===== src/rtl/svn_seg_pkg.sv =====
// Shared constants for the seven-segment scan driver: blank code, active-low hex glyphs, width helper.
// Pure constants; no latency or flow control involved.
package svn_seg_pkg;

  localparam logic [6:0] SEG_BLANK = 7'h7F;

  // Active-low {g,f,e,d,c,b,a} glyphs for 0..F
  localparam logic [6:0] HEX_SEG [16] = '{
    7'h40, 7'h79, 7'h24, 7'h30, 7'h19, 7'h12, 7'h02, 7'h78,
    7'h00, 7'h10, 7'h08, 7'h03, 7'h46, 7'h21, 7'h06, 7'h0E
  };

  // Never returns less than 1 so single-digit builds still get a legal index vector.
  function automatic int clog2(input int value);
    int w;
    w = 1;
    while ((1 << w) < value) w++;
    return w;
  endfunction

endpackage


===== src/rtl/seg7_hex_decode.sv =====
// Combinational nibble to active-low seven-segment glyph.
// Zero latency; no flow control.
module seg7_hex_decode
  import svn_seg_pkg::*;
(
  input  logic [3:0] nibble,
  output logic [6:0] seg
);

  assign seg = HEX_SEG[nibble];

endmodule


===== src/rtl/svn_seg_scan_driver.sv =====
// Time-multiplexed common-anode seven-segment driver with per-frame input snapshot.
// seg/dp/an are registered (1 cycle after cnt/idx/display_on); no backpressure, free-running scan.
module svn_seg_scan_driver
  import svn_seg_pkg::*;
#(
  parameter int NUM_DIGITS = 4,
  parameter int SCAN_DIV   = 50000,
  parameter int BLANK_CYC  = 64
) (
  input  logic                    clk,
  input  logic                    rst,
  input  logic                    display_on,
  input  logic                    lzb_en,
  input  logic [4*NUM_DIGITS-1:0] data_in,
  input  logic [NUM_DIGITS-1:0]   dp_in,
  input  logic [NUM_DIGITS-1:0]   digit_en,
  output logic [6:0]              seg,
  output logic                    dp,
  output logic [NUM_DIGITS-1:0]   an,
  output logic                    frame_start
);

  localparam int CNT_W = clog2(SCAN_DIV);
  localparam int IDX_W = clog2(NUM_DIGITS);
  localparam logic [CNT_W-1:0] CNT_LAST  = CNT_W'(SCAN_DIV - 1);
  localparam logic [CNT_W-1:0] CNT_BLANK = CNT_W'(BLANK_CYC);
  localparam logic [IDX_W-1:0] IDX_LAST  = IDX_W'(NUM_DIGITS - 1);

  logic [CNT_W-1:0]        cnt;
  logic [IDX_W-1:0]        idx;
  logic                    frame_load;

  logic [4*NUM_DIGITS-1:0] snap_data;
  logic [NUM_DIGITS-1:0]   snap_dp;
  logic [NUM_DIGITS-1:0]   snap_en;
  logic                    snap_lzb;

  logic [3:0]              cur_nibble;
  logic                    cur_dp;
  logic                    cur_en;
  logic                    cur_lead_zero;
  logic                    zeros_above;
  logic [6:0]              dec_seg;

  logic [6:0]              seg_next;
  logic                    dp_next;
  logic [NUM_DIGITS-1:0]   an_next;

  always_ff @(posedge clk or posedge rst) begin
    if (rst) begin
      cnt <= '0;
      idx <= '0;
    end else if (cnt == CNT_LAST) begin
      cnt <= '0;
      idx <= (idx == IDX_LAST) ? '0 : idx + 1'b1;
    end else begin
      cnt <= cnt + 1'b1;
    end
  end

  assign frame_load = (cnt == '0) && (idx == '0);

  always_ff @(posedge clk or posedge rst) begin
    if (rst) begin
      snap_data   <= '0;
      snap_dp     <= '0;
      snap_en     <= '0;
      snap_lzb    <= 1'b0;
      frame_start <= 1'b0;
    end else begin
      frame_start <= frame_load;
      if (frame_load) begin
        snap_data <= data_in;
        snap_dp   <= dp_in;
        snap_en   <= digit_en;
        snap_lzb  <= lzb_en;
      end
    end
  end

  // Walk from the most significant digit down so zeros_above covers digits idx..NUM_DIGITS-1.
  always_comb begin
    cur_nibble    = 4'h0;
    cur_dp        = 1'b0;
    cur_en        = 1'b0;
    cur_lead_zero = 1'b0;
    zeros_above   = 1'b1;
    for (int i = NUM_DIGITS - 1; i >= 0; i--) begin
      zeros_above = zeros_above && (snap_data[4*i +: 4] == 4'h0);
      if (idx == IDX_W'(i)) begin
        cur_nibble    = snap_data[4*i +: 4];
        cur_dp        = snap_dp[i];
        cur_en        = snap_en[i];
        cur_lead_zero = zeros_above && (i != 0);
      end
    end
  end

  seg7_hex_decode u_decode (
    .nibble (cur_nibble),
    .seg    (dec_seg)
  );

  // A leading-zero digit keeps its anode and dp; only a disabled digit loses the dp too.
  always_comb begin
    seg_next = SEG_BLANK;
    dp_next  = 1'b1;
    an_next  = '1;
    if (display_on && (cnt >= CNT_BLANK)) begin
      for (int i = 0; i < NUM_DIGITS; i++) begin
        if (idx == IDX_W'(i)) an_next[i] = 1'b0;
      end
      if (cur_en && !(snap_lzb && cur_lead_zero)) seg_next = dec_seg;
      if (cur_en && cur_dp) dp_next = 1'b0;
    end
  end

  always_ff @(posedge clk or posedge rst) begin
    if (rst) begin
      seg <= SEG_BLANK;
      dp  <= 1'b1;
      an  <= '1;
    end else begin
      seg <= seg_next;
      dp  <= dp_next;
      an  <= an_next;
    end
  end

endmodule


===== config.mk =====
export PLATFORM = sky130hd
export DESIGN_NAME = svn_seg_scan_driver
export DESIGN_NICKNAME = d
export VERILOG_FILES = /design/src/rtl/svn_seg_pkg.sv /design/src/rtl/seg7_hex_decode.sv /design/src/rtl/svn_seg_scan_driver.sv
export SDC_FILE = /design/constraint.sdc
export NUM_CORES = 1
export LEC_CHECK = 0
export BUFFER_PORTS_ARGS = -buffer_cell sky130_fd_sc_hd__buf_2
export CELL_PAD_IN_SITES_DETAIL_PLACEMENT = 0
export CELL_PAD_IN_SITES_GLOBAL_PLACEMENT = 1
export CORE_UTILIZATION = 49
export CTS_BUF_LIST = sky130_fd_sc_hd__clkbuf_16
export DETAILED_ROUTE_END_ITERATION = 6
export PLACE_DENSITY = 0.82
export SYNTH_ARGS = -nofsm -noshare
export SYNTH_HDL_FRONTEND = slang
export SYNTH_SLANG_ARGS = --single-unit

===== constraint.sdc =====
create_clock -name clk -period 6.9 [get_ports clk]
set_input_delay 1.035 -clock clk [delete_from_list [all_inputs] [get_ports clk]]
set_output_delay 1.035 -clock clk [all_outputs]
set_load 0.02 [all_outputs]

Word-level counts from Yosys, hierarchy flattened

Memory sizes are Yosys's and may differ from the RTL's.
Index checks and enable logic that the tools add are counted.
W data, S select, Z words.

Input bits: 28
Memories: 1
Register bits: 56
Word-level logic and storage cells: 62
ROM bits: 112
Output and inout bits: 13

Memories:

| name             | words | bits a word | rd ports | clocked after Yosys merged registers in | write ports | RTL line              | source |
|---|---|---|---|---|---|---|---|
| (name not given) | 16    | 7           | 1        | 0                                       | 0           | seg7_hex_decode.sv:10 | `assign seg = HEX_SEG[nibble];` |

Equal/unequal tests: 4
Add/subtract/negate cells: 2
Magnitude comparators: 2
Bitwise gates (word level): 1
Multiplexer cells: 29
Reduce and logical (&&, ||, !) cells: 13

Operators by type and width:

| operator                | count |
|---|---|
| $mux W7                 | 4 |
| $mux W4                 | 5 |
| $mux W1                 | 18 |
| $add A16 B1 Y16 const B | 1 |
| $eq A16 B16 Y1 const B  | 1 |
| $ge A16 B7 Y1 const B   | 1 |
| $logic_not A16 Y1       | 1 |
| $mux W16                | 1 |
| $logic_not A4 Y1        | 3 |
| $logic_and A1 B1 Y1     | 7 |
| $ge A5 B5 Y1 const B    | 1 |
| $not A4 Y5              | 1 |
| $eq A2 B2 Y1 const B    | 2 |
| $add A2 B1 Y2 const B   | 1 |
| $eq A2 B1 Y1 const B    | 1 |
| $logic_not A2 Y1        | 1 |
| $mux W2                 | 1 |
| $logic_not A1 Y1        | 1 |

Logic depth before layout (Yosys ltp)

Gate-level depths: netlist of the first run.

Depth in word-level cells: 11
Depth in mapped cells: 11

Modules after synthesis

Synthesis of the first run repeated with hierarchy kept, for this count alone.

Cells, all modules: 253
Area total of the unflattened synthesis: 2875.3 um^2

Modules (own cells, without submodules):

| module              | instances | sequential area each (um^2) | area each (um^2) | cells each |
|---|---|---|---|---|
| svn_seg_scan_driver | 1         | 1416.4                      | 2606.2           | 220 |
| seg7_hex_decode     | 1         | 0.0                         | 269.0            | 33 |

Least setup slack after synthesis of the first run

OpenSTA, ideal clock, no wires.

Path type: reg2reg
Start: register idx[0]
End: register seg[6]
Arrival: 2.319 ns
Cell stages (with the launch flop): 12
Path buffers: 2
Clock period less this slack: 2.404 ns
Slack: 4.496 ns
Cells stage by stage: dfrtp_1 -> inv_1 -> ha_1 -> buf_4 -> buf_2 -> nor2_1 -> a221oi_1 -> inv_1 -> ha_1 -> mux2_2 -> a22oi_1 -> nand2_1

Word-level cells in the longest chain between the ends: 11
Elaborated cells between the ends (all ways): 25

Ends and longest elaborated chain:

| item                                        | RTL line                   | source |
|---|---|---|
| start, declared                             | svn_seg_scan_driver.sv:30  | `logic [IDX_W-1:0] idx;` |
| start signal, assigned                      | svn_seg_scan_driver.sv:55  | `idx <= (idx == IDX_LAST) ? '0 : idx + 1'b1;` |
| $eq A2 B2 Y1                                | svn_seg_scan_driver.sv:90  | `if (idx == IDX_W'(i)) begin` |
| $mux W4 (4 in series)                       | svn_seg_scan_driver.sv:90  |  |
| $not A4 Y5 (implied by the code)            | seg7_hex_decode.sv:10      |  |
| $mem_v2 Z16 W7                              | -                          |  |
| $mux W7 (implied by the code) (2 in series) | seg7_hex_decode.sv:10      |  |
| $mux W7 (*)                                 | svn_seg_scan_driver.sv:113 | `if (cur_en && !(snap_lzb && cur_lead_zero)) seg_next = dec_seg;` |
| $mux W7 (*)                                 | svn_seg_scan_driver.sv:109 | `if (display_on && (cnt >= CNT_BLANK)) begin` |
| named net seg_next[6]                       | svn_seg_scan_driver.sv:45  | `logic [6:0] seg_next;` |
| end signal, assigned                        | svn_seg_scan_driver.sv:124 | `seg <= seg_next;` |
| end, declared                               | svn_seg_scan_driver.sv:17  | `output logic [6:0] seg,` |

Mark *: on every way through the listed nets, which the timed path passes. The rest lies on a longest branch. The select of a mux whose other input is x is not followed.
A chain may end at the register's enable or synchronous reset.

Final worst setup path of the first run

Start: register idx[0]
End: register seg[1]

Same word-level chain as after synthesis.

==> results.md, run 1 <==
* Outcome: finished clean
* Seq cells post-synth at 56
* Site row count at 27
* Yosys warnings at 0
* Clock tree buffer depth at 2
* RSZ-0062 raised after global routing: false
* Core ar. at 5570 µm²
* TritonRoute pass-1 iters at 4
* Reg2reg end: seg[1]
* Nets at 325
* Ys async rst share at 1.00
* Chip Height at 78.7 µm
* Reg-to-reg startpoint: idx[0]
* Ant diodes at 0
* Syn_area_per_cell at 11.7 µm²
* Post-CTS setup buffers at 0
* Combinational share of power at 0.063
* Crit end category: flop
* Slew margin rel. at 0.257
* Final HPWL DP at 3670 µm
* Pin count of the biggest net entering global routing at 57
* R2R setup slack at 4000 ps
* Layout area overhead at 13.0%
* Routability cong. at 0.763
* Hold path depth at 1
* Top FF cell, synth: dfrtp_1
* Clock Skew at 6.38 ps
* FF-to-FF path depth at 10
* FMAX at 344 MHz
* Mapped Area at 2880 µm²
* CTS sink count at 56
* CP Max Fanout at 13
* Most area-hungry cell type in the Yosys netlist: dfrtp_1
* Seq pwr share at 0.551
* Util after Layout at 0.584
* Vias in the first global route at 1873
* Cell variety after synth at 47
* Initial DRC Count at 104
* Number of enable flip-flop cells after synthesis at 0
* Grt ovf at 0
* Maxcap violations at 0
* Post-route ant nets at 0
* Register area share after synthesis at 0.492
* DR WL/cell at 14.7 µm
* Pleak at 1.51 nW
* Pwr Density at 191 nW/µm²
* Worst-margin pin slew at 1110 ps
* Hold crit path type: flop to flop
* Final worst path period share at 0.421
* CP Class: flop to flop
* Die Wd at 78.7 µm
* Switch Pwr at 0.132 mW
* Final Hold Viols at 0
* Initial Utilization at 0.516
* Final worst setup slack at 4000 ps
* Root buffer cell: clkbuf_16
* Share of cells above drive strength 1 at 0.332
* Clk Latency, worst-skew pair at 290 ps
* CTS buffer count at 5
* Max rail drop VDD at 0.130 mV
* Setup TNS at 0 ps
* Worst setup startpoint: idx[0]
* Fillers at 495
* CTS tree: yes
* Final hold slack at 482 ps
* CTS resizes at 0
* Fin. max-slew vios at 0
* Post-Syn Instances at 246
* CTS Hold Bufs at 0
* Drt drc at 0
* Die area at 6190 µm²
* Post-synth net total at 286
* Post-Place Setup Slack at 4010 ps
* Most area-consuming cells after synthesis: dfrtp_1 (38%), dfstp_2 (11%), mux2_4 (9.9%)
* Initial antenna violation count at 0
* Clock transition at path regs at 70 ps
* Switching share of power at 0.214
* Final min period at 2900 ps
* Via Count at 1918
* Share of the synthesized area in the top cell type at 0.382
* Total length of routed wires at 5270 µm
* Worst EP arrival at 3110 ps
* Worst EP required at 7110 ps
* Internal at 0.488 mW
* GRT Total Usage at 0.187
* CP Capture Point: seg[1]
* Critical path startpoint category: flop
* Port bufs at 40
* DP Area at 3120 µm²
* Htree depth at 2
* Clock share of power at 0.385
* Endpoints failing setup at 0
* First-pass GRT wire length at 8890 µm
* Vias per inst at 5.36
* Ports at 41
* Final Instance Area at 3250 µm²
metrics by stage:
stage / cells / total power, mW
2_1_floorplan: 246 / 0.372
3_3_place_gp: 350 / 0.387
3_5_place_dp: 350 / 0.388
4_1_cts: 358 / 0.626
5_1_grt: 358 / 0.642
6_report: 358 / 0.620
critical path: stages (launching register included):
cell,delay (ps)
dfrtp_1,370
inv_1,90
ha_1,340
and2b_1,280
a22oi_1,80
a221oi_1,690
inv_1,220
ha_1,360
o21ai_0,90
a21o_1,220
o211ai_1,90
cells in the mapped netlist, drive strengths merged, types with 2 or more instances:
cell type	number
nor3	2
and2	2
mux2	27
dfstp	12
inv	16
o21ai	8
nand2	17
nand3b	4
mux2i	2
nand4	4
nor4	5
nor2b	4
buf	9
xor2	7
nor3b	3
ha	12
a22oi	3
o211ai	3
a21oi	7
a221oi	2
nor2	16
dfrtp	44
a211oi	5
nand3	9
xnor2	6
nand2b	3
cells by family after synthesis:
group,after synthesis,synth area share
XOR/XNOR,13,0.0395
AND/OR/NAND/NOR,76,0.149
flip-flops,56,0.492
multiplexers,29,0.137
buffers and inverters,25,0.0417
AO/OA/AOI/OAI,35,0.0887
adder cells (fa/ha/maj),12,0.0521
routing by layer:
| metal | global-route usage | vias to the layer above | routed length (µm) |
|---|---|---|---|
| met5 | 0 | - | 0 |
| met4 | 0.0630 | 0 | 86 |
| met3 | 0.0430 | 9 | 234 |
| met2 | 0.307 | 47 | 2540 |
| met1 | 0.243 | 925 | 2410 |
| li1 | - | 937 | - |
cells in the final DEF, fill, tap and decap left out, types with 5 or more instances in the layout:
master,count
xor2_1,7
inv_1,17
dfrtp_1,44
nor2_1,15
nand2_1,17
mux2_2,8
clkbuf_16,5
buf_2,40
xnor2_1,6
ha_1,12
nand3_1,8
o21ai_0,8
dfstp_2,12
mux2_4,19
a21oi_1,7
power by group through the flow:
stage | registers, mW | clock network (mW) | logic, mW
floorplan | 0.345 | 0 | 0.0269
global placement | 0.348 | 0 | 0.0391
detailed placement | 0.348 | 0 | 0.0397
CTS | 0.342 | 0.244 | 0.0400
global route | 0.343 | 0.255 | 0.0443
finish | 0.342 | 0.239 | 0.0392
cell type report:
class                      count  area, µm²  area share
tap                           72       90.1      0.0277
sequential                    56       1420       0.435
clock inverter                 3       12.5     0.00384
clock buffer                   5        125      0.0384
multi-input combinational    165       1340       0.413
inverter                      16       60.1      0.0185
timing repair buffer          41        208      0.0638
sequential cells by signal, indices dropped and copies added (netlist names):
register,flops
cnt,16
snap_dp,4
snap_lzb,1
dp,1
seg,7
an,4
snap_data,16
snap_en,4
frame_start,1
idx,2
how the worst min path moves through the flow:
| stage | from | to | slack [ps] |
|---|---|---|---|
| floorplan | cnt[0] | cnt[0] | 450 |
| global placement | cnt[0] | cnt[0] | 470 |
| detailed placement | cnt[0] | cnt[0] | 480 |
| finish | cnt[0] | cnt[0] | 480 |
| global route | cnt[0] | cnt[0] | 510 |
| CTS | cnt[0] | cnt[0] | 490 |
No activity file was read; power rests on OpenSTA's default activity.
==> run 2, diff against run 1 <==
--- a/config.mk
+++ b/config.mk
@@ -8,10 +8,10 @@
 export BUFFER_PORTS_ARGS = -buffer_cell sky130_fd_sc_hd__buf_2
 export CELL_PAD_IN_SITES_DETAIL_PLACEMENT = 0
 export CELL_PAD_IN_SITES_GLOBAL_PLACEMENT = 1
-export CORE_UTILIZATION = 49
+export CORE_UTILIZATION = 41
 export CTS_BUF_LIST = sky130_fd_sc_hd__clkbuf_16
 export DETAILED_ROUTE_END_ITERATION = 6
-export PLACE_DENSITY = 0.82
+export PLACE_DENSITY = 0.73
 export SYNTH_ARGS = -nofsm -noshare
 export SYNTH_HDL_FRONTEND = slang
 export SYNTH_SLANG_ARGS = --single-unit
==> constraint.sdc (replaced) <==
create_clock -name clk -period 2.5 [get_ports clk]
set_input_delay 0.375 -clock clk [delete_from_list [all_inputs] [get_ports clk]]
set_output_delay 0.375 -clock clk [all_outputs]
set_load 0.02 [all_outputs]
==> run 2 against run 1 <==
  * Cell count up 10%
  * Register-to-register slack worse by 3800 ps
  * Sequential power rose to 2.8 times the previous value
  * Cell area up 3.9%
  * Utilization down 8.6 points
  * Setup slack worse by 3800 ps
  * Non-clock buffer count up 12
  * Clock skew down 3.9 ps
  * Largest power group unchanged
  * Highest routed layer unchanged
==> results.md, run 2 (synthesis gave the netlist of run 1 again) <==
* Clock Skew at 2.51 ps
* Hold crit path type: input port to async pin
* Vias in the first global route at 1884
* Register area at 1420 µm²
* Die area at 7360 µm²
* Drt drc at 0
* Final Hold Viols at 0
* Final worst path period share at 0.912
* GRT Total Usage at 0.161
* Initial DRC Count at 95
* Area occupied by multi-input gates at 1350 µm²
* CTS buffer count at 5
* TritonRoute pass-1 iters at 4
* Total length of routed wires at 5300 µm
* Max incr delay on CP at 410 ps
* Worst EP required at 2710 ps
* Biggest regs: cnt: 16 flops, snap_data: 16 flops, seg: 7 flops
* Max rail drop VDD at 0.388 mV
* R2R setup slack at 220 ps
* Worst path cell trace: inv_1 -> ha_1 -> and2b_1 -> a221o_1 -> a22oi_2 -> inv_1 -> ha_1 -> mux2_2 -> a22oi_1 -> nand2_1
* Outcome: finished clean
* Slowest-stage cell, CP: dfrtp_1
* Vias per inst at 4.87
* Ports at 41
* Grt ovf at 0
* FMAX at 439 MHz
* Core ar. at 6790 µm²
* Initial Utilization at 0.424
* Fin. max-slew vios at 0
* Post-route ant nets at 0
* Slew margin rel. at 0.537
* Routability cong. at 0.762
* Endpoints failing setup at 0
* Pin count of the biggest net entering global routing at 57
* Worst-margin pin slew at 695 ps
* Pwr Density at 510 nW/µm²
* Via Count at 1917
* Reg2reg end: seg[6]
* Fillers at 647
* CP Max Fanout at 4
* CP bufs+invs at 2
* CTS sink count at 56
* Site row count at 30
* Initial antenna violation count at 0
* CP Capture Point: seg[6]
* First-pass GRT wire length at 9100 µm
* Worst setup startpoint: idx[0]
* Chip Height at 85.8 µm
* Final min period at 2280 ps
* Critical path startpoint category: flop
* Final HPWL DP at 3840 µm
* CP Class: flop to flop
* Post-Place Setup Slack at 193 ps
* Layout area overhead at 17.4%
* DR WL/cell at 13.5 µm
* CTS tree: yes
* Maxcap violations at 0
* Nets at 337
* CP delay by family, top: compound AO/OA/AOI/OAI gates
* Commonest non-fill, non-tap cell in the layout: dfrtp_1
* Crit end category: flop
* Post-CTS setup buffers at 0
* Worst path depth at 10
* Die Wd at 85.8 µm
* Clock transition at path regs at 70 ps
* Ant diodes at 0
* Reg-to-reg startpoint: idx[0]
* Root buffer cell: clkbuf_16
* Htree depth at 2
* RSZ-0062 raised after global routing: false
* Setup TNS at 0 ps
* Most frequent cells in the layout: dfrtp_1 (44), buf_2 (40), mux2_4 (19)
* FF-to-FF path depth at 10
* Tot Pwr at 1.72 mW
* Final worst setup slack at 220 ps
* Port bufs at 40
* Share of cells above drive strength 1 at 0.366
* Pleak at 1.56 nW
* Clk Latency, worst-skew pair at 290 ps
* Clock tree buffer depth at 2
* Worst EP arrival at 2490 ps
[run 2: area by class of cell]
class                   count  area share
clock buffers               5      0.0370
clock inverters             3     0.00407
inverters                  16      0.0178
multi-input cells         165       0.399
flip-flops and latches     56       0.419
well taps                  96      0.0355
repair buffers             53      0.0881
[run 2: worst min path at each step]
stage | to | cells past startpoint
6_report | snap_dp[3] | 3
5_1_grt | snap_data[1] | 2
2_1_floorplan | cnt[0] | 1
3_5_place_dp | cnt[0] | 1
4_1_cts | snap_data[4] | 2
3_3_place_gp | cnt[0] | 1
[run 2: repair_timing]
action,4_1_cts,5_1_grt
endpoints found under the setup margin,0,1
hold buffers,0,0
resized for setup,0,1
[run 2: stage by stage]
step	util	instance area, µm²	instances	hold WS (ps)
floorplan	-	2880	246	447
global placement	0.476	3240	386	462
detailed placement	0.476	3240	386	476
CTS	0.497	3380	394	304
global route	0.498	3380	394	308
finish	0.498	3380	394	268
[run 2: report_power, final]
| group | total [mW] | internal [mW] | switching [mW] |
|---|---|---|---|
| Sequential | 0.944 | 0.927 | 0.0163 |
| Clock | 0.666 | 0.365 | 0.301 |
| Combinational | 0.114 | 0.0607 | 0.0529 |
[run 2: worst reg2reg max path: cells and delay by family (launching register included)]
| kind | cells | cell delay [ps] |
|---|---|---|
| AND/OR/NAND/NOR | 2 | 290 |
| multiplexers | 1 | 270 |
| AO/OA/AOI/OAI | 3 | 580 |
| buffers and inverters | 2 | 230 |
| flip-flops | 1 | 410 |
| adder cells (fa/ha/maj) | 2 | 420 |
[run 2: layer usage]
metal,up-vias,GRT usage,part of all wire
li1,961,-,-
met1,917,0.219,0.50
met2,30,0.253,0.46
met3,9,0.0337,0.026
met4,0,0.0606,0.020
met5,-,0,0
==> run 3, diff against run 2 <==
--- a/config.mk
+++ b/config.mk
@@ -5,13 +5,14 @@
 export SDC_FILE = /design/constraint.sdc
 export NUM_CORES = 1
 export LEC_CHECK = 0
+export ABC_AREA = 1
 export BUFFER_PORTS_ARGS = -buffer_cell sky130_fd_sc_hd__buf_2
 export CELL_PAD_IN_SITES_DETAIL_PLACEMENT = 0
 export CELL_PAD_IN_SITES_GLOBAL_PLACEMENT = 1
-export CORE_UTILIZATION = 41
+export CORE_UTILIZATION = 42
 export CTS_BUF_LIST = sky130_fd_sc_hd__clkbuf_16
 export DETAILED_ROUTE_END_ITERATION = 6
-export PLACE_DENSITY = 0.73
+export PLACE_DENSITY = 0.77
 export SYNTH_ARGS = -nofsm -noshare
 export SYNTH_HDL_FRONTEND = slang
 export SYNTH_SLANG_ARGS = --single-unit
==> constraint.sdc (replaced) <==
create_clock -name clk -period 2.28 [get_ports clk]
set_input_delay 0.342 -clock clk [delete_from_list [all_inputs] [get_ports clk]]
set_output_delay 0.342 -clock clk [all_outputs]
set_load 0.02 [all_outputs]
==> run 3 against run 2 <==
  * Sequential power grew 9%
  * Largest power group unchanged
  * Utilization grew 1.1 points
  * Die area grew 2.9%
==> results.md, run 3 <==
* Post-synth net total at 435
* Largest family of logic cells by synthesized area: simple AND/OR/NAND/NOR gates
* CTS tree: yes
* Yosys warnings at 0
* CP Class: flop to flop
* Final HPWL DP at 4810 µm
* Pin count of the biggest net entering global routing at 57
* Final worst setup slack at 210 ps
* Htree depth at 2
* Initial DRC Count at 141
* Vias in the first global route at 2265
* Mapped Area at 3040 µm²
* Crit end category: flop
* DR WL/cell at 12.3 µm
* Share of cells above drive strength 1 at 0.196
* Routability cong. at 0.843
* Synth Area in Simple Gates at 0.347
* Register area at 1420 µm²
* Multiplexer share of the synthesized area at 0
* Fin. max-slew vios at 0
* Initial antenna violation count at 0
* Synthesized-area fraction occupied by adder cells at 0.0495
* Core ar. at 6870 µm²
* Clock tree buffer depth at 2
* Total length of routed wires at 6560 µm
* Worst-margin pin slew at 376 ps
* Outcome: finished clean
* Die area at 7570 µm²
* Post-Place Setup Slack at 57.1 ps
* Ports at 41
* Clock transition at path regs at 70 ps
* CTS Hold Bufs at 0
* Site row count at 30
* Endpoints failing setup at 0
* Maxcap violations at 0
* Via Count at 2476
* Max rail drop VDD at 0.435 mV
* Seq cells post-synth at 56
* Post-Syn Instances at 395
* Share of the synthesized area in the top cell type at 0.363
* Chip Height at 87.0 µm
* Biggest regs: cnt: 16 flops, snap_data: 16 flops, seg: 7 flops
* Layout area overhead at 15.2%
* Root buffer cell: clkbuf_16
* CTS buffer count at 5
* Ys async rst share at 1.00
* Post-CTS setup buffers at 0
* Final Hold Viols at 0
* Slew margin rel. at 0.749
* Pwr Density at 541 nW/µm²
* Fillers at 702
* Hold crit path type: input port to async pin
* CTS sink count at 56
* Final min period at 2070 ps
* Setup TNS at 0 ps
* TritonRoute pass-1 iters at 4
* FMAX at 483 MHz
* Most frequent cell after synthesis: nand2_1
* Worst EP arrival at 2270 ps
* Compound-cell area share of the yosys netlist at 0.0367
* Critical path startpoint category: flop
* Pleak at 1.78 nW
* Port bufs at 40
* Die Wd at 87.0 µm
* Area occupied by multi-input gates at 1410 µm²
* Drt drc at 0
* Placed insts at 527
* Post-route ant nets at 0
* Most area-consuming cells after synthesis: dfrtp_1 (36%), nand2_1 (19%), dfstp_2 (10%)
* Post-Synth XOR/XNOR Area at 0.0260
* Nets at 478
* Register area share after synthesis at 0.467
* Ant diodes at 0
* Top FF cell, synth: dfrtp_1
* FF-to-FF path depth at 12
* Clk Latency, worst-skew pair at 290 ps
* RSZ-0062 raised after global routing: false
* First-pass GRT wire length at 11300 µm
* Number of enable flip-flop cells after synthesis at 0
* Syn_area_per_cell at 7.68 µm²
* Most frequent cells in the layout: nand2_1 (154), dfrtp_1 (44), buf_2 (40)
* Vias per inst at 4.63
* Cell variety after synth at 31
* Worst EP required at 2480 ps
* Most area-hungry cell type in the Yosys netlist: dfrtp_1
* Post-synth top cells: nand2_1 (154), dfrtp_1 (44), nor2_1 (39)
* GRT Total Usage at 0.192
* Final worst path period share at 0.908
* Clock Skew at 10.3 ps
* Commonest non-fill, non-tap cell in the layout: nand2_1
* Grt ovf at 0
* Final Non-Filler Cells at 535
* CP Max Fanout at 9
* Initial Utilization at 0.442
* CTS resizes at 0
[run 3: cell count changes after synthesis, sizes merged, moves of 5 or more]
cell,change
inv,+24
o21ai,-5
nand2,+142
mux2,-27
a21oi,+6
nand3,+23
nor2,+30
[run 3: layout make-up]
cell class	instances	share of cell area
tap	96	0.0344
clock buffer	5	0.0358
timing repair buffer	44	0.0694
clock inverter	3	0.00429
multi-input combinational	290	0.404
inverter	41	0.0465
sequential	56	0.405
[run 3: report_power, final]
group	total (mW)	internal, mW	switching (mW)
Sequential	1.03	1.02	0.0181
Clock	0.740	0.400	0.339
Combinational	0.116	0.0469	0.0692
[run 3: final timing paths]
path                       startpoint        to  slack, ps
min in group clk               lzb_en  snap_lzb        240
max reg2reg                    idx[0]    seg[0]        210
min                               rst   cnt[10]         90
max                            idx[0]    seg[0]        210
min reg2reg                    cnt[0]    cnt[0]        490
max in group asynchronous         rst    seg[1]       1880
[run 3: worst max-delay path, cell delays in order, from the launching register on]
cell and delay [ps]:
dfrtp_1 380, inv_1 110, ha_1 260, buf_4 190, a21oi_1 120, nand2_1 60, nand2_1 170, inv_1 110
ha_1 250, inv_1 90, nand3_1 70, nand3_1 90, nand3_1 90
[run 3: cells by family after synthesis]
logic type | count (synthesis)
AOI/OAI and AO/OA | 20
adders and majority gates | 12
xor gates and xnor gates | 9
buffers and inverters | 49
and+or+nand+nor | 249
DFF | 56
[run 3: metrics by stage]
| step | area, µm² | util | hold slack [ps] | power [mW] |
|---|---|---|---|---|
| after floorplan | 3040 | - | 440 | 1.12 |
| after global placement | 3340 | 0.486 | 417 | 1.17 |
| after detailed placement | 3340 | 0.486 | 417 | 1.17 |
| after CTS | 3480 | 0.506 | 109 | 1.91 |
| after global routing | 3500 | 0.509 | 125 | 1.98 |
| final | 3500 | 0.509 | 91.6 | 1.89 |
[run 3: routing by layer]
| metal | vias up | routed length, µm | global-route usage |
|---|---|---|---|
| met5 | - | 0 | 0 |
| met4 | 0 | 29 | 0.0364 |
| met3 | 2 | 307 | 0.0360 |
| met2 | 59 | 2500 | 0.252 |
| met1 | 1114 | 3720 | 0.319 |
| li1 | 1301 | - | - |
